**config.mk**
```make
export PLATFORM = sky130hd
export DESIGN_NAME = lfsr_run_ctrl
export DESIGN_NICKNAME = d
export VERILOG_FILES = /design/src/rtl/lfsr_pkg.sv /design/src/rtl/lfsr16_step.sv /design/src/rtl/lfsr_run_ctrl.sv
export SDC_FILE = /design/constraint.sdc
export NUM_CORES = 1
export LEC_CHECK = 0
export ABC_AREA = 1
export CAP_MARGIN = 40
export CORE_MARGIN = 3
export CORE_UTILIZATION = 45
export DETAILED_ROUTE_END_ITERATION = 6
export PLACE_DENSITY = 0.69
export SYNTH_ARGS = -nofsm -noshare
export SYNTH_HDL_FRONTEND = slang
export SYNTH_SLANG_ARGS = --single-unit
```
**constraint.sdc**
```tcl
create_clock -name clk -period 2.2 [get_ports clk]
set_input_delay 0.44 -clock clk [delete_from_list [all_inputs] [get_ports clk]]
set_output_delay 0.44 -clock clk [all_outputs]
set_load 0.005 [all_outputs]
```
**src/rtl/lfsr_pkg.sv**
```systemverilog
// Shared LFSR constants, run-controller state encoding and the LFSR step function.
package lfsr_pkg;

  localparam int LFSR_W = 16;
  localparam int CNT_W  = 8;
  localparam int STEP_W = 16;

  localparam logic [LFSR_W-1:0] LFSR_TAPS    = 16'hB400;
  localparam logic [LFSR_W-1:0] LFSR_NONZERO = 16'h0001;

  typedef enum logic [1:0] {
    ST_IDLE = 2'd0,
    ST_LOAD = 2'd1,
    ST_RUN  = 2'd2,
    ST_DONE = 2'd3
  } state_t;

  function automatic logic [LFSR_W-1:0] lfsr_next(
    input logic [LFSR_W-1:0] s
  );
    return {s[LFSR_W-2:0], ^(s & LFSR_TAPS)};
  endfunction

endpackage

```
**src/rtl/lfsr16_step.sv**
```systemverilog
// 16-bit Fibonacci LFSR register with seed load (zero seed forced to 1) and step enable.
module lfsr16_step
  import lfsr_pkg::*;
(
  input  logic              clk,
  input  logic              reset,
  input  logic              i_load,
  input  logic              i_en,
  input  logic [LFSR_W-1:0] i_seed,
  output logic [LFSR_W-1:0] o_state,
  output logic [LFSR_W-1:0] o_next
);

  logic [LFSR_W-1:0] r_state;
  logic [LFSR_W-1:0] w_next;
  logic [LFSR_W-1:0] w_seed_nz;

  assign w_next    = lfsr_next(r_state);
  assign w_seed_nz = (i_seed == '0) ? LFSR_NONZERO : i_seed;

  always_ff @(posedge clk) begin
    if (reset) begin
      r_state <= LFSR_NONZERO;
    end else if (i_load) begin
      r_state <= w_seed_nz;
    end else if (i_en) begin
      r_state <= w_next;
    end
  end

  assign o_state = r_state;
  assign o_next  = w_next;

endmodule

```
**src/rtl/lfsr_run_ctrl.sv**
```systemverilog
// Runs the LFSR from a seed for N steps, counting states that hit a masked pattern.
module lfsr_run_ctrl
  import lfsr_pkg::*;
#(
  parameter logic [LFSR_W-1:0] MATCH_MASK = 16'h1FFE,
  parameter logic [LFSR_W-1:0] MATCH_PAT  = 16'h15F0
) (
  input  logic              clk,
  input  logic              reset,
  input  logic              start,
  input  logic              abort,
  input  logic [LFSR_W-1:0] seed,
  input  logic [STEP_W-1:0] num_steps,
  output logic [LFSR_W-1:0] lfsr_reg,
  output logic [CNT_W-1:0]  count,
  output logic              busy,
  output logic              done,
  output logic              wrapped
);

  state_t            r_state;
  state_t            w_nxt;
  logic [LFSR_W-1:0] r_seed;
  logic [STEP_W-1:0] r_steps;
  logic [STEP_W-1:0] r_rem;
  logic [CNT_W-1:0]  r_count;
  logic              r_wrapped;
  logic              r_busy;
  logic              r_done;

  logic              w_load;
  logic              w_step;
  logic              w_hit;
  logic [LFSR_W-1:0] w_lfsr;
  logic [LFSR_W-1:0] w_lfsr_nxt;
  logic [LFSR_W-1:0] w_seed_nz;

  lfsr16_step u_lfsr (
    .clk     (clk),
    .reset   (reset),
    .i_load  (w_load),
    .i_en    (w_step),
    .i_seed  (r_seed),
    .o_state (w_lfsr),
    .o_next  (w_lfsr_nxt)
  );

  assign w_load    = (r_state == ST_LOAD) && !abort;
  assign w_step    = (r_state == ST_RUN) && !abort;
  assign w_hit     = (w_lfsr & MATCH_MASK) == MATCH_PAT;
  assign w_seed_nz = (r_seed == '0) ? LFSR_NONZERO : r_seed;

  always_comb begin
    w_nxt = r_state;
    unique case (r_state)
      ST_IDLE: if (start) w_nxt = ST_LOAD;
      ST_LOAD: begin
        if (abort)               w_nxt = ST_IDLE;
        else if (r_steps == '0)  w_nxt = ST_DONE;
        else                     w_nxt = ST_RUN;
      end
      ST_RUN: begin
        if (abort)                       w_nxt = ST_IDLE;
        else if (r_rem == STEP_W'(1))    w_nxt = ST_DONE;
      end
      ST_DONE: w_nxt = ST_IDLE;
      default: w_nxt = ST_IDLE;
    endcase
  end

  // busy/done come from the next state so they line up with r_state
  always_ff @(posedge clk) begin
    if (reset) begin
      r_state   <= ST_IDLE;
      r_seed    <= '0;
      r_steps   <= '0;
      r_rem     <= '0;
      r_count   <= '0;
      r_wrapped <= 1'b0;
      r_busy    <= 1'b0;
      r_done    <= 1'b0;
    end else begin
      r_state <= w_nxt;
      r_busy  <= (w_nxt == ST_LOAD) || (w_nxt == ST_RUN);
      r_done  <= (w_nxt == ST_DONE);
      if (r_state == ST_IDLE && start) begin
        r_seed    <= seed;
        r_steps   <= num_steps;
        r_count   <= '0;
        r_wrapped <= 1'b0;
      end
      if (w_load) r_rem <= r_steps;
      if (w_step) begin
        r_rem <= r_rem - STEP_W'(1);
        if (w_hit && r_count != '1) r_count <= r_count + CNT_W'(1);
        if (w_lfsr_nxt == w_seed_nz) r_wrapped <= 1'b1;
      end
    end
  end

  assign lfsr_reg = w_lfsr;
  assign count    = r_count;
  assign busy     = r_busy;
  assign done     = r_done;
  assign wrapped  = r_wrapped;

endmodule

```
[Yosys cells after proc, flatten, opt, wreduce, memory -nomap -nowiden]
Cells that the tools add are included.
Storage, ports and cells
  input bits: 36
  output and inout port bits: 27
  logic and storage cells: 49
  flip-flop bits (word level): 77
Cells by class
  equal/unequal tests: 10
  add/sub/neg operators: 2
  multiplexer cells: 17
  reductions and logical operators: 11
Operators by type and width (count)
  two-way mux 16 bit: 5
  zero test 16 bit: 2
  two-way mux 8 bit: 3
  equality test 16 x 1 -> 1 bit (second input constant): 1
  equality test 16 bit: 1
  parity 16 bit: 1
  subtractor 16 x 1 -> 16 bit (second input constant): 1
  equality test 12 bit (second input constant): 1
  adder 8 x 1 -> 8 bit (second input constant): 1
  equality test 2 bit (second input constant): 4
  two-way mux 2 bit: 4
  != test 8 bit (second input constant): 1
  one-hot mux 2 bit (4 select lines): 1
  equality test 2 x 1 -> 1 bit (second input constant): 2
  logical AND 1 bit: 4
  two-way mux 1 bit: 4
  zero test 2 bit: 1
  nonzero test 2 bit: 1
  zero test 1 bit: 1
  logical OR 1 bit: 1

[Depth between registers and ports, before layout]
Gate-level depths: netlist of the first run.
  depth after elaboration: 6
  gate-level depth with buffers: 11
  gate-level depth less buffers: 11

[By module]
From an unflattened synthesis of the first run, not the netlist that was laid out.
Second synthesis, totals
  cell total of the unflattened synthesis: 606
  area total of the unflattened synthesis: 4075.2 sq um
Modules (own cells, without submodules)
  lfsr_run_ctrl: seq. area each 1221.2 sq um, cells an instance 465, area an instance 3123.0 sq um, times used 1
  lfsr16_step: seq. area each 320.3 sq um, cells an instance 141, area an instance 952.2 sq um, times used 1

[Worst setup path after synthesis of the first run]
No wires, ideal clock.
  kind: input -> register
  start: input port abort
  end: register r_busy (netlist: busy)
  buffers on the path: 1
  stages on the path: 9
  data arrival time: 1.322 ns
  required time: 2.072 ns
  path slack: 0.750 ns
  setup time: 0.128 ns
  path through: inv_2 -> nand3_2 -> buf_6 -> nor3_1 -> nand2_1 -> nand3_1 -> ha_1 -> inv_1 -> nor2_1
Between the ends
  word-level cells in the longest chain between the ends: 4
  elaborated cells on any way between the ends: 6
  classes of those cells: eq/ne (2); mux (3); reduce/logical (1)
RTL lines
  start: declaration: RTL line lfsr_run_ctrl.sv:11  | input logic abort,
  two-way mux 2 bit, on equally long branches: RTL line lfsr_run_ctrl.sv:63, lfsr_run_ctrl.sv:58
  one-hot mux 2 bit (4 select lines) (*): RTL line lfsr_run_ctrl.sv:55  | unique case (r_state)
  via w_nxt[0]: RTL line lfsr_run_ctrl.sv:22  | state_t w_nxt;
  equality test 2 x 1 -> 1 bit / equality test 2 bit (equally long branches): RTL line lfsr_run_ctrl.sv:84  | r_busy <= (w_nxt == ST_LOAD) || (w_nxt == ST_RUN);
  logical OR 1 bit (*): RTL line lfsr_run_ctrl.sv:84
  end signal: assignment: RTL line lfsr_run_ctrl.sv:84
  end: declaration: RTL line lfsr_run_ctrl.sv:28  | logic r_busy;
Mark *: on every way through the listed nets, which the timed path passes. The rest lies on a longest branch.
A chain may end at the register's enable or synchronous reset.

[Worst setup path after layout of the first run]
  start: register u_lfsr.r_state[9] (netlist: u_lfsr.o_state[9])
  end: output port lfsr_reg[9]
RTL lines
  start: declaration: RTL line lfsr16_step.sv:14  | logic [LFSR_W-1:0] r_state;
  start signal: assignment: RTL line lfsr16_step.sv:25  | r_state <= w_seed_nz;
  start signal: assignment: RTL line lfsr16_step.sv:27  | r_state <= w_next;
  end: declaration: RTL line lfsr_run_ctrl.sv:14  | output logic [LFSR_W-1:0] lfsr_reg,
No word-level cell between the ends.

==> flow_metrics.py, run 1 <==
metrics = {
    "setup_path": {
        "cp_data_required_time_ns": 1.76,
        "reg2reg_from": "r_steps[11]$_SDFFE_PP0P_",
        "cp_max_fo": 4,
        "crit_buf_inv": 1,
        "slowest_delay_ns": 0.56,
        "worst-r2r-cell-count": 8,
        "r2r_end": "busy$_SDFF_PP0_",
        "arrival_ns": 1.40,
        "startpoint_type": "register",
        "cpMaxStageDelayCell": "clkdlybuf4s50_1",
        "r2r_setup_slack_ns": 0.57,
        "path_cells": "clkdlybuf4s50_1",
        "worstSetupPathType": "register to primary output",
        "cp_top_family": "buffers and inverters",
        "endpoint_kind": "primary output",
    },
    "grt": {
        "antenna_found_initial": 0,
        "grt_pass1_vias": 3708,
        "grt_max_degree": 44,
        "grt_pass1_wl_um": 17380,
        "grt_use_total_pct": 21.43,
        "grt.overflow.total": 0,
    },
    "cts": {
        "cts_resized": 0,
        "cts_tree": "yes",
        "post-cts-setup-buffers": 0,
        "clk_latency_ns": 0.35,
        "root_buffer": "clkbuf_8",
        "cts_buffer_depth": 2,
        "hold_buffers": 0,
        "path_clk_slew_ns": 0.08,
        "clock_sinks": 77,
        "numCtsBuffers": 9,
        "htreeDepth": 3,
    },
    "timing": {
        "holdWs_ns": 0.4741,
        "timing.setup.tns_ns": 0,
        "layout_min_cycle_time_ns": 1.838,
        "max_clock_freq_mhz": 544.1,
        "clock_skew_ns": 0.008091,
        "relSlewSlack_pct": 61.46,
        "finalHoldViolCount": 0,
        "finalCritPeriodShare_pct": 83.55,
        "worst_pin_slew_ns": 0.5728,
        "setup-violations-final": 0,
        "rsz0062_at_grt": "false",
        "finalMaxSlewViolations": 0,
    },
    "cells_and_area": {
        "syn_to_final_growth_pct": 24.30,
        "final_common_cell": "nand2_1",
        "drive_gt1_share_pct": 8.962,
        "layoutNonFillerInstCount": 741,
        "layout_common_cells": "nand2_1 (89), inv_1 (88), dfxtp_1 (77), nor2_1 (69), clkdlybuf4s50_1 (62)",
        "fin_area_sq_um": 4858,
        "fill_cells": 839,
        "n_antenna_cell": 0,
        "layout.nets": 671,
    },
    "yosys": {
        "ys_ff_latch": 77,
        "ys_seq_area_share_pct": 39.44,
        "syn_area_sq_um": 3909,
        "avgSynthCellArea_sq_um": 6.906,
        "yosysWarnings": 0,
        "synthDistinctLibCells": 40,
        "synth.net_count": 606,
        "syn_inst": 566,
    },
    "floorplan": {
        "die-area_sq_um": 9841,
        "die_height_um": 99.20,
        "coreArea_sq_um": 8341,
        "pin_count": 63,
        "die_x_um": 99.20,
        "rows": 33,
        "start_util_pct": 46.86,
    },
    "placement": {
        "gp_congestion": 0.9276,
        "dpl_cell_area_sq_um": 4683,
        "dp_hpwl_um": 7363,
        "io_buffers": 62,
        "dp_cells": 725,
    },
    "drt": {
        "wl_per_cell_um": 13.76,
        "first_pass_iters": 5,
        "num_vias": 3905,
        "routed_wl_um": 10200,
        "ant_nets": 0,
        "drc_errors": 0,
        "vias_per_cell": 5.270,
        "first_iter_violations": 200,
    },
    "run_status": {
        "status": "finished, final reports clean",
    },
    "min_path": {
        "min_path_cells": 2,
        "min_from": "r_steps[7]$_SDFFE_PP0P_",
        "min_to": "r_steps[7]$_SDFFE_PP0P_",
        "hold_class": "register to register",
    },
    "power": {
        "power_mw": 2.991,
        "vdd_drop_max_v": 0.0003198,
        "power_density_nw_per_um2": 615.7,
        "leakage_nw": 2.005,
    },
    "job": {
        "cap_violations": 0,
    },
}
## power by group
group	leakage [nW]	switching [mW]	internal [mW]
logic	1.28	0.272	0.214
registers	0.630	0.0592	1.46
clock network	0.0962	0.543	0.439
total	2.01	0.875	2.12
## cells by family after synthesis
family	Yosys count	share of synthesized area, %
AOI/OAI and AO/OA	143	20.26
xor gates and xnor gates	8	1.793
adders and majority gates	4	1.280
buffers and inverters	119	12.36
DFF	77	39.44
and+or+nand+nor	215	24.87
## per-layer routing
layer	up-vias	global-route usage [%]	part of all wire, %
met2	123	33.16	44
li1	1977	-	-
met5	-	0	0
met1	1795	29.89	48
met4	0	7.983	1.4
met3	10	3.787	6.3
## area by class of cell
class / count / area [sq um] / share of cell area, %
clock buffer: 10 / 137.6 / 2.833
clock inverter: 6 / 37.54 / 0.7726
inverter: 95 / 357.8 / 7.365
multi-input combinational: 370 / 1887 / 38.84
sequential: 77 / 1541 / 31.73
tap: 105 / 131.4 / 2.704
timing repair buffer: 78 / 765.7 / 15.76
## cell usage after synthesis (all sizes together)
| cell type | n | share of area [%] |
|---|---|---|
| nor2 | 74 | 7.6 |
| nor3b | 1 | 0.32 |
| nor3 | 9 | 1.6 |
| dfxtp | 77 | 39 |
| a21oi | 48 | 6.3 |
| xor2 | 5 | 1.1 |
| a211oi | 1 | 0.19 |
| or2 | 1 | 0.22 |
| inv | 94 | 9.0 |
| ha | 4 | 1.3 |
| clkbuf | 8 | 0.77 |
| nor4 | 3 | 0.48 |
| a31oi | 1 | 0.16 |
| buf | 16 | 2.4 |
| o31ai | 1 | 0.19 |
| nand4 | 12 | 2.3 |
| nand3 | 23 | 3.3 |
| o22ai | 23 | 3.7 |
| o2111ai | 2 | 0.45 |
| o21ai | 59 | 7.6 |
| nand2 | 92 | 9.1 |
| xnor2 | 3 | 0.67 |
| o211ai | 3 | 0.58 |
| clkinv | 1 | 0.13 |
| a221oi | 1 | 0.22 |
| o221ai | 4 | 0.90 |
## sequential cells by signal, summed over array words and instances (netlist names), 2 cells and up
name	flops
r_steps	16
u_lfsr.o_state	16
r_seed	16
count	8
r_rem	16
r_state	2
## per-stage QoR
stage,worst slack [ns],util (%)
after global placement,0.1631,56.15
final,0.3620,58.25
after CTS,0.3369,58.25
after global routing,0.2957,58.25
after floorplan,0.7500,-
after detailed placement,0.08988,56.15
## worst max path at each step
stage / start / endpoint / cells past startpoint
after floorplan: abort / busy$_SDFF_PP0_ / 9
after global placement: abort / wrapped$_SDFF_PP0_ / 9
after detailed placement: abort / wrapped$_SDFF_PP0_ / 9
after CTS: u_lfsr.o_state[9]$_SDFFE_PP0P_ / lfsr_reg[9] / 1
after global routing: u_lfsr.o_state[9]$_SDFFE_PP0P_ / lfsr_reg[9] / 1
final: u_lfsr.o_state[9]$_SDFFE_PP0P_ / lfsr_reg[9] / 1
## worst min-delay path, stage by stage, from the launching register on
cell     delay (ns)
dfxtp_1        0.32
inv_1          0.06
a21oi_1        0.05
(Power assumes the default switching activity.)
==> inputs of run 2 (changes only) <==
--- a/config.mk
+++ b/config.mk
@@ -10,7 +10,7 @@
 export CORE_MARGIN = 3
 export CORE_UTILIZATION = 45
 export DETAILED_ROUTE_END_ITERATION = 6
-export PLACE_DENSITY = 0.69
+export PLACE_DENSITY = 0.72
 export SYNTH_ARGS = -nofsm -noshare
 export SYNTH_HDL_FRONTEND = slang
 export SYNTH_SLANG_ARGS = --single-unit
==> constraint.sdc (replaced) <==
create_clock -name clk -period 1.6 [get_ports clk]
set_input_delay 0.32 -clock clk [delete_from_list [all_inputs] [get_ports clk]]
set_output_delay 0.32 -clock clk [all_outputs]
set_load 0.005 [all_outputs]
==> flow_metrics.py, run 2 (synthesis results as in run 1) <==
metrics = {
    "grt": {
        "grt.overflow.total": 0,
        "grt_max_degree": 48,
        "grt_pass1_wl_um": 18630,
        "antenna_found_initial": 0,
        "grt_use_total_pct": 23.09,
        "grt_pass1_vias": 3972,
    },
    "drt": {
        "wl_per_cell_um": 14.30,
        "routed_wl_um": 11030,
        "drc_errors": 0,
        "num_vias": 4069,
        "first_iter_violations": 324,
        "ant_nets": 0,
        "vias_per_cell": 5.278,
        "first_pass_iters": 5,
    },
    "floorplan": {
        "start_util_pct": 46.86,
        "pin_count": 63,
        "coreArea_sq_um": 8341,
        "die_x_um": 99.20,
        "die-area_sq_um": 9841,
        "rows": 33,
        "die_height_um": 99.20,
    },
    "setup_path": {
        "endpoint_kind": "primary output",
        "cpMaxStageDelayCell": "clkdlybuf4s50_1",
        "path_cells": "clkdlybuf4s50_1",
        "arrival_ns": 1.24,
        "cp_top_family": "buffers and inverters",
        "slowest_delay_ns": 0.50,
        "cp_max_fo": 5,
        "cp_data_required_time_ns": 1.28,
        "startpoint_type": "register",
        "crit_buf_inv": 1,
        "worstSetupPathType": "register to primary output",
    },
    "cells_and_area": {
        "layout_common_cells": "nand2_1 (89), inv_1 (84), nor2_1 (67), o21ai_0 (52), dfxtp_1 (52)",
        "layoutNonFillerInstCount": 771,
        "fill_cells": 716,
        "syn_to_final_growth_pct": 36.65,
        "layout.nets": 701,
        "final_common_cell": "nand2_1",
        "n_antenna_cell": 0,
        "fin_util_pct": 64.04,
        "fin_area_sq_um": 5341,
        "drive_gt1_share_pct": 19.07,
    },
    "power": {
        "leakage_nw": 2.311,
        "power_frac_comb_pct": 16.0,
        "power_mw": 4.653,
        "seqPwrFrac_pct": 44.9,
        "clockPowerShare_pct": 39.1,
        "p_sw_share_pct": 26.54,
        "power.net_switching_mw": 1.235,
        "power_density_nw_per_um2": 871.1,
        "vdd_drop_max_v": 0.0004994,
        "p_int_mw": 3.418,
    },
    "timing": {
        "finalHoldViolCount": 0,
        "rsz0062_at_grt": "true",
        "finalCritPeriodShare_pct": 97.41,
        "max_clock_freq_mhz": 641.6,
        "worst_pin_slew_ns": 0.3122,
        "layout_min_cycle_time_ns": 1.559,
        "finalMaxSlewViolations": 0,
        "relSlewSlack_pct": 78.99,
        "timing.setup.tns_ns": 0,
        "clock_skew_ns": 0.008469,
        "setup-violations-final": 0,
    },
    "cts": {
        "cts_buffer_depth": 2,
        "htreeDepth": 3,
        "hold_buffers": 0,
        "clock_sinks": 77,
        "path_clk_slew_ns": 0.08,
        "clk_latency_ns": 0.36,
        "cts_tree": "yes",
        "numCtsBuffers": 9,
        "root_buffer": "clkbuf_8",
    },
    "placement": {
        "dp_hpwl_um": 7858,
        "dpl_cell_area_sq_um": 4936,
        "gp_congestion": 0.8981,
        "dp_cells": 752,
        "io_buffers": 62,
    },
    "run_status": {
        "status": "finished, final reports clean",
    },
    "min_path": {
        "hold_class": "register to register",
    },
    "job": {
        "cap_violations": 0,
    },
}
[run 2: cell count changes in the layout (fill, tap and decap cells not counted), moves of 7 or more]
cell,change
dfxtp_4,+7
dlygate4sd2_1,+10
dfxtp_2,+18
clkdlybuf4s50_1,-13
buf_4,+26
dfxtp_1,-25
[run 2: tightest hold or removal path, delay by kind of cell (launching register included)]
family	cells	cell delay (ns)
buffers and inverters	1	0.06
DFF	1	0.31
AOI/OAI and AO/OA	1	0.05
[run 2: layer usage]
metal	track usage (%)	vias to the layer above	share of wire, %
met2	35.80	132	46
met5	0	-	0
met4	5.882	0	1.1
met1	31.70	1885	47
li1	-	2041	-
met3	6.592	11	6.3
[run 2: cell type report]
| class | count | area, sq um | share of cell area [%] |
|---|---|---|---|
| well taps | 105 | 131.4 | 2.460 |
| multi-input cells | 370 | 1977 | 37.01 |
| flip-flops and latches | 77 | 1590 | 29.77 |
| clock buffers | 10 | 137.6 | 2.577 |
| inverters | 95 | 359.1 | 6.723 |
| repair buffers | 108 | 1036 | 19.40 |
| clock inverters | 6 | 110.1 | 2.061 |
[run 2: path summary, 6_finish.rpt]
| path | from | endpoint | slack (ns) | cells after the start |
|---|---|---|---|---|
| min | r_steps[14]$_SDFFE_PP0P_ | r_steps[14]$_SDFFE_PP0P_ | 0.46 | 2 |
| max reg2reg | count[0]$_SDFF_PP0_ | count[6]$_SDFF_PP0_ | 0.06 | 9 |
| min reg2reg | r_steps[14]$_SDFFE_PP0P_ | r_steps[14]$_SDFFE_PP0P_ | 0.46 | 2 |
| max | u_lfsr.o_state[4]$_SDFFE_PP0P_ | lfsr_reg[4] | 0.04 | 1 |
[run 2: power by group through the flow]
stage	clock network [mW]	logic, mW	registers (mW)
4_1_cts	1.84	0.727	2.09
3_3_place_gp	0	0.713	2.13
3_5_place_dp	0	0.722	2.13
5_1_grt	1.94	0.838	2.10
2_1_floorplan	0	0.425	2.11
6_report	1.82	0.745	2.09
[run 2: metrics by stage]
stage	hold WS, ns	setup WS (ns)
2_1_floorplan	0.3891	0.2390
3_3_place_gp	0.4655	-0.3435
3_5_place_dp	0.4669	-0.3875
4_1_cts	0.4817	0.01083
5_1_grt	0.5001	-0.02823
6_report	0.4640	0.04139
[run 2: repair_timing]
action                     4_1_cts  5_1_grt
hold endpoints to repair         0        0
pin swaps                        0        5
buffers inserted                 0        3
resized for setup               28       39
setup endpoints to repair       18       29
==> inputs of run 3 (changes only) <==
--- a/config.mk
+++ b/config.mk
@@ -9,8 +9,11 @@
 export CAP_MARGIN = 40
 export CORE_MARGIN = 3
 export CORE_UTILIZATION = 45
+export CTS_CLUSTER_SIZE = 25
 export DETAILED_ROUTE_END_ITERATION = 6
-export PLACE_DENSITY = 0.72
+export GPL_ROUTABILITY_DRIVEN = 0
+export PLACE_DENSITY = 0.71
 export SYNTH_ARGS = -nofsm -noshare
 export SYNTH_HDL_FRONTEND = slang
+export SYNTH_HIERARCHICAL = 1
 export SYNTH_SLANG_ARGS = --single-unit
==> flow_metrics.py, run 3 <==
metrics = {
    "timing": {
        "finalCritPeriodShare_pct": 98.94,
        "worst_pin_slew_ns": 0.4389,
        "rsz0062_at_grt": "true",
        "holdWs_ns": 0.4822,
        "relSlewSlack_pct": 70.47,
        "finalMaxSlewViolations": 0,
        "setup-violations-final": 0,
        "finalHoldViolCount": 0,
        "max_clock_freq_mhz": 631.7,
        "clock_skew_ns": 0.007118,
        "layout_min_cycle_time_ns": 1.583,
        "fin_ws_ns": 0.01700,
    },
    "floorplan": {
        "die-area_sq_um": 10230,
        "pin_count": 63,
        "die_x_um": 101.2,
        "start_util_pct": 46.50,
        "coreArea_sq_um": 8763,
        "rows": 34,
        "die_height_um": 101.2,
    },
    "grt": {
        "grt.overflow.total": 0,
        "grt_pass1_wl_um": 17560,
        "grt_max_degree": 39,
        "antenna_found_initial": 0,
        "grt_pass1_vias": 3778,
        "grt_use_total_pct": 21.38,
    },
    "setup_path": {
        "cp_data_required_time_ns": 1.28,
        "path_cells": "clkdlybuf4s50_1",
        "startpoint_type": "register",
        "cpMaxStageDelayCell": "clkdlybuf4s50_1",
        "worstSetupPathType": "register to primary output",
        "crit_buf_inv": 1,
        "arrival_ns": 1.26,
        "endpoint_kind": "primary output",
        "slowest_delay_ns": 0.53,
        "cp_top_family": "buffers and inverters",
        "cp_max_fo": 3,
    },
    "cells_and_area": {
        "final_common_cell": "nand2_1",
        "fin_area_sq_um": 5269,
        "syn_to_final_growth_pct": 29.29,
        "drive_gt1_share_pct": 16.38,
        "fill_cells": 829,
        "layout.nets": 733,
        "ff_latch_area_sq_um": 1585,
        "multi_input_area_sq_um": 2085,
        "n_antenna_cell": 0,
        "layout_common_cells": "nand2_1 (116), nor2_1 (98), dfxtp_1 (58), clkdlybuf4s50_1 (58)",
    },
    "cts": {
        "root_buffer": "clkbuf_8",
        "clk_latency_ns": 0.34,
        "cts_buffer_depth": 2,
        "clock_sinks": 77,
        "hold_buffers": 0,
        "path_clk_slew_ns": 0.07,
        "htreeDepth": 3,
        "numCtsBuffers": 9,
        "cts_tree": "yes",
    },
    "yosys": {
        "synthDistinctLibCells": 34,
        "async_flop_share_pct": 0,
        "ys_ff_latch": 77,
        "synth_top_cell_by_area": "dfxtp_1",
        "yosysTopAreaCellShare_pct": 37.83,
        "syn_area_sq_um": 4075,
        "ys.flop_type": "dfxtp_1",
        "avgSynthCellArea_sq_um": 6.725,
        "ys_seq_area_share_pct": 37.83,
        "synthMostInstantiatedCell": "nand2_1",
        "yosysWarnings": 6,
        "ys_top_cells_by_area": "dfxtp_1 (38%), nand2_1 (11%), nor2_1 (9.2%), o21ai_0 (6.6%), a21oi_1 (5.5%)",
        "synth.net_count": 646,
        "syn_inst": 606,
        "synth_edf_count": 0,
        "synthTopCellsByCount": "nand2_1 (117), nor2_1 (100), dfxtp_1 (77)",
    },
    "drt": {
        "first_pass_iters": 4,
        "num_vias": 4161,
        "wl_per_cell_um": 13.41,
        "drc_errors": 0,
        "vias_per_cell": 5.175,
        "ant_nets": 0,
        "routed_wl_um": 10780,
        "first_iter_violations": 257,
    },
    "min_path": {
        "hold_class": "register to register",
    },
    "job": {
        "cap_violations": 0,
    },
    "power": {
        "power_density_nw_per_um2": 833.0,
        "leakage_nw": 2.215,
        "vdd_drop_max_v": 0.0006878,
    },
    "placement": {
        "dpl_cell_area_sq_um": 4974,
        "io_buffers": 62,
        "dp_hpwl_um": 8105,
        "post-place-ws_ns": -0.2771,
    },
    "run_status": {
        "status": "finished, final reports clean",
    },
}
## run 3: path summary, 6_finish.rpt
| check | cells after the start | slack, ns | from | endpoint |
|---|---|---|---|---|
| setup / recovery | 1 | 0.02 | u_lfsr/o_state[3]$_SDFFE_PP0P_ | lfsr_reg[3] |
| hold / removal | 2 | 0.48 | r_rem[8]$_SDFFE_PP0P_ | r_rem[8]$_SDFFE_PP0P_ |
| setup reg to reg | 8 | 0.11 | count[0]$_SDFF_PP0_ | count[6]$_SDFF_PP0_ |
| hold reg to reg | 2 | 0.48 | r_rem[8]$_SDFFE_PP0P_ | r_rem[8]$_SDFFE_PP0P_ |
## run 3: timing repair
item | CTS | global route
resized for setup | 21 | 24
endpoints found under the setup margin | 15 | 23
pin swaps | 0 | 2
buffers inserted | 0 | 6
## run 3: report_power, final
group          total (mW)  internal [mW]  switching (mW)
sequential           2.15           2.03           0.125
clock                1.29          0.627           0.663
combinational       0.946          0.454           0.491
total                4.39           3.11            1.28
## run 3: cell families (layout without fill, tap and decap cells)
| group | Yosys count | in the layout | share of synthesized area (%) |
|---|---|---|---|
| compound gates | 140 | 140 | 18.21 |
| xor+xnor | 13 | 13 | 2.794 |
| fa+ha+maj | 4 | 4 | 1.228 |
| buf+inv | 102 | 192 | 12.07 |
| flops | 77 | 77 | 37.83 |
| simple gates | 270 | 270 | 27.88 |
## run 3: through the flow
step / utilization [%] / total power [mW] / std cells / setup TNS, ns
after floorplan: - / 2.758 / 606 / 0
after global placement: 56.75 / 3.107 / 784 / -6.516
after detailed placement: 56.75 / 3.120 / 784 / -7.509
after CTS: 58.89 / 4.399 / 798 / 0
after global routing: 60.12 / 4.635 / 804 / -0.02426
final: 60.12 / 4.389 / 804 / 0
## run 3: layout make-up
type | count | area share, %
Clock inverter | 2 | 0.1900
Multi-Input combinational cell | 427 | 39.56
Tap cell | 108 | 2.565
Timing Repair Buffer | 117 | 20.30
Clock buffer | 12 | 2.945
Sequential cell | 77 | 30.09
Inverter | 61 | 4.346
## run 3: layer usage
metal	vias up	global-route usage [%]	routed length [um]
met5	-	0	0
met4	0	3.988	103
met3	13	4.614	694
met2	138	36.37	5191
met1	1878	28.22	4791
li1	2132	-	-
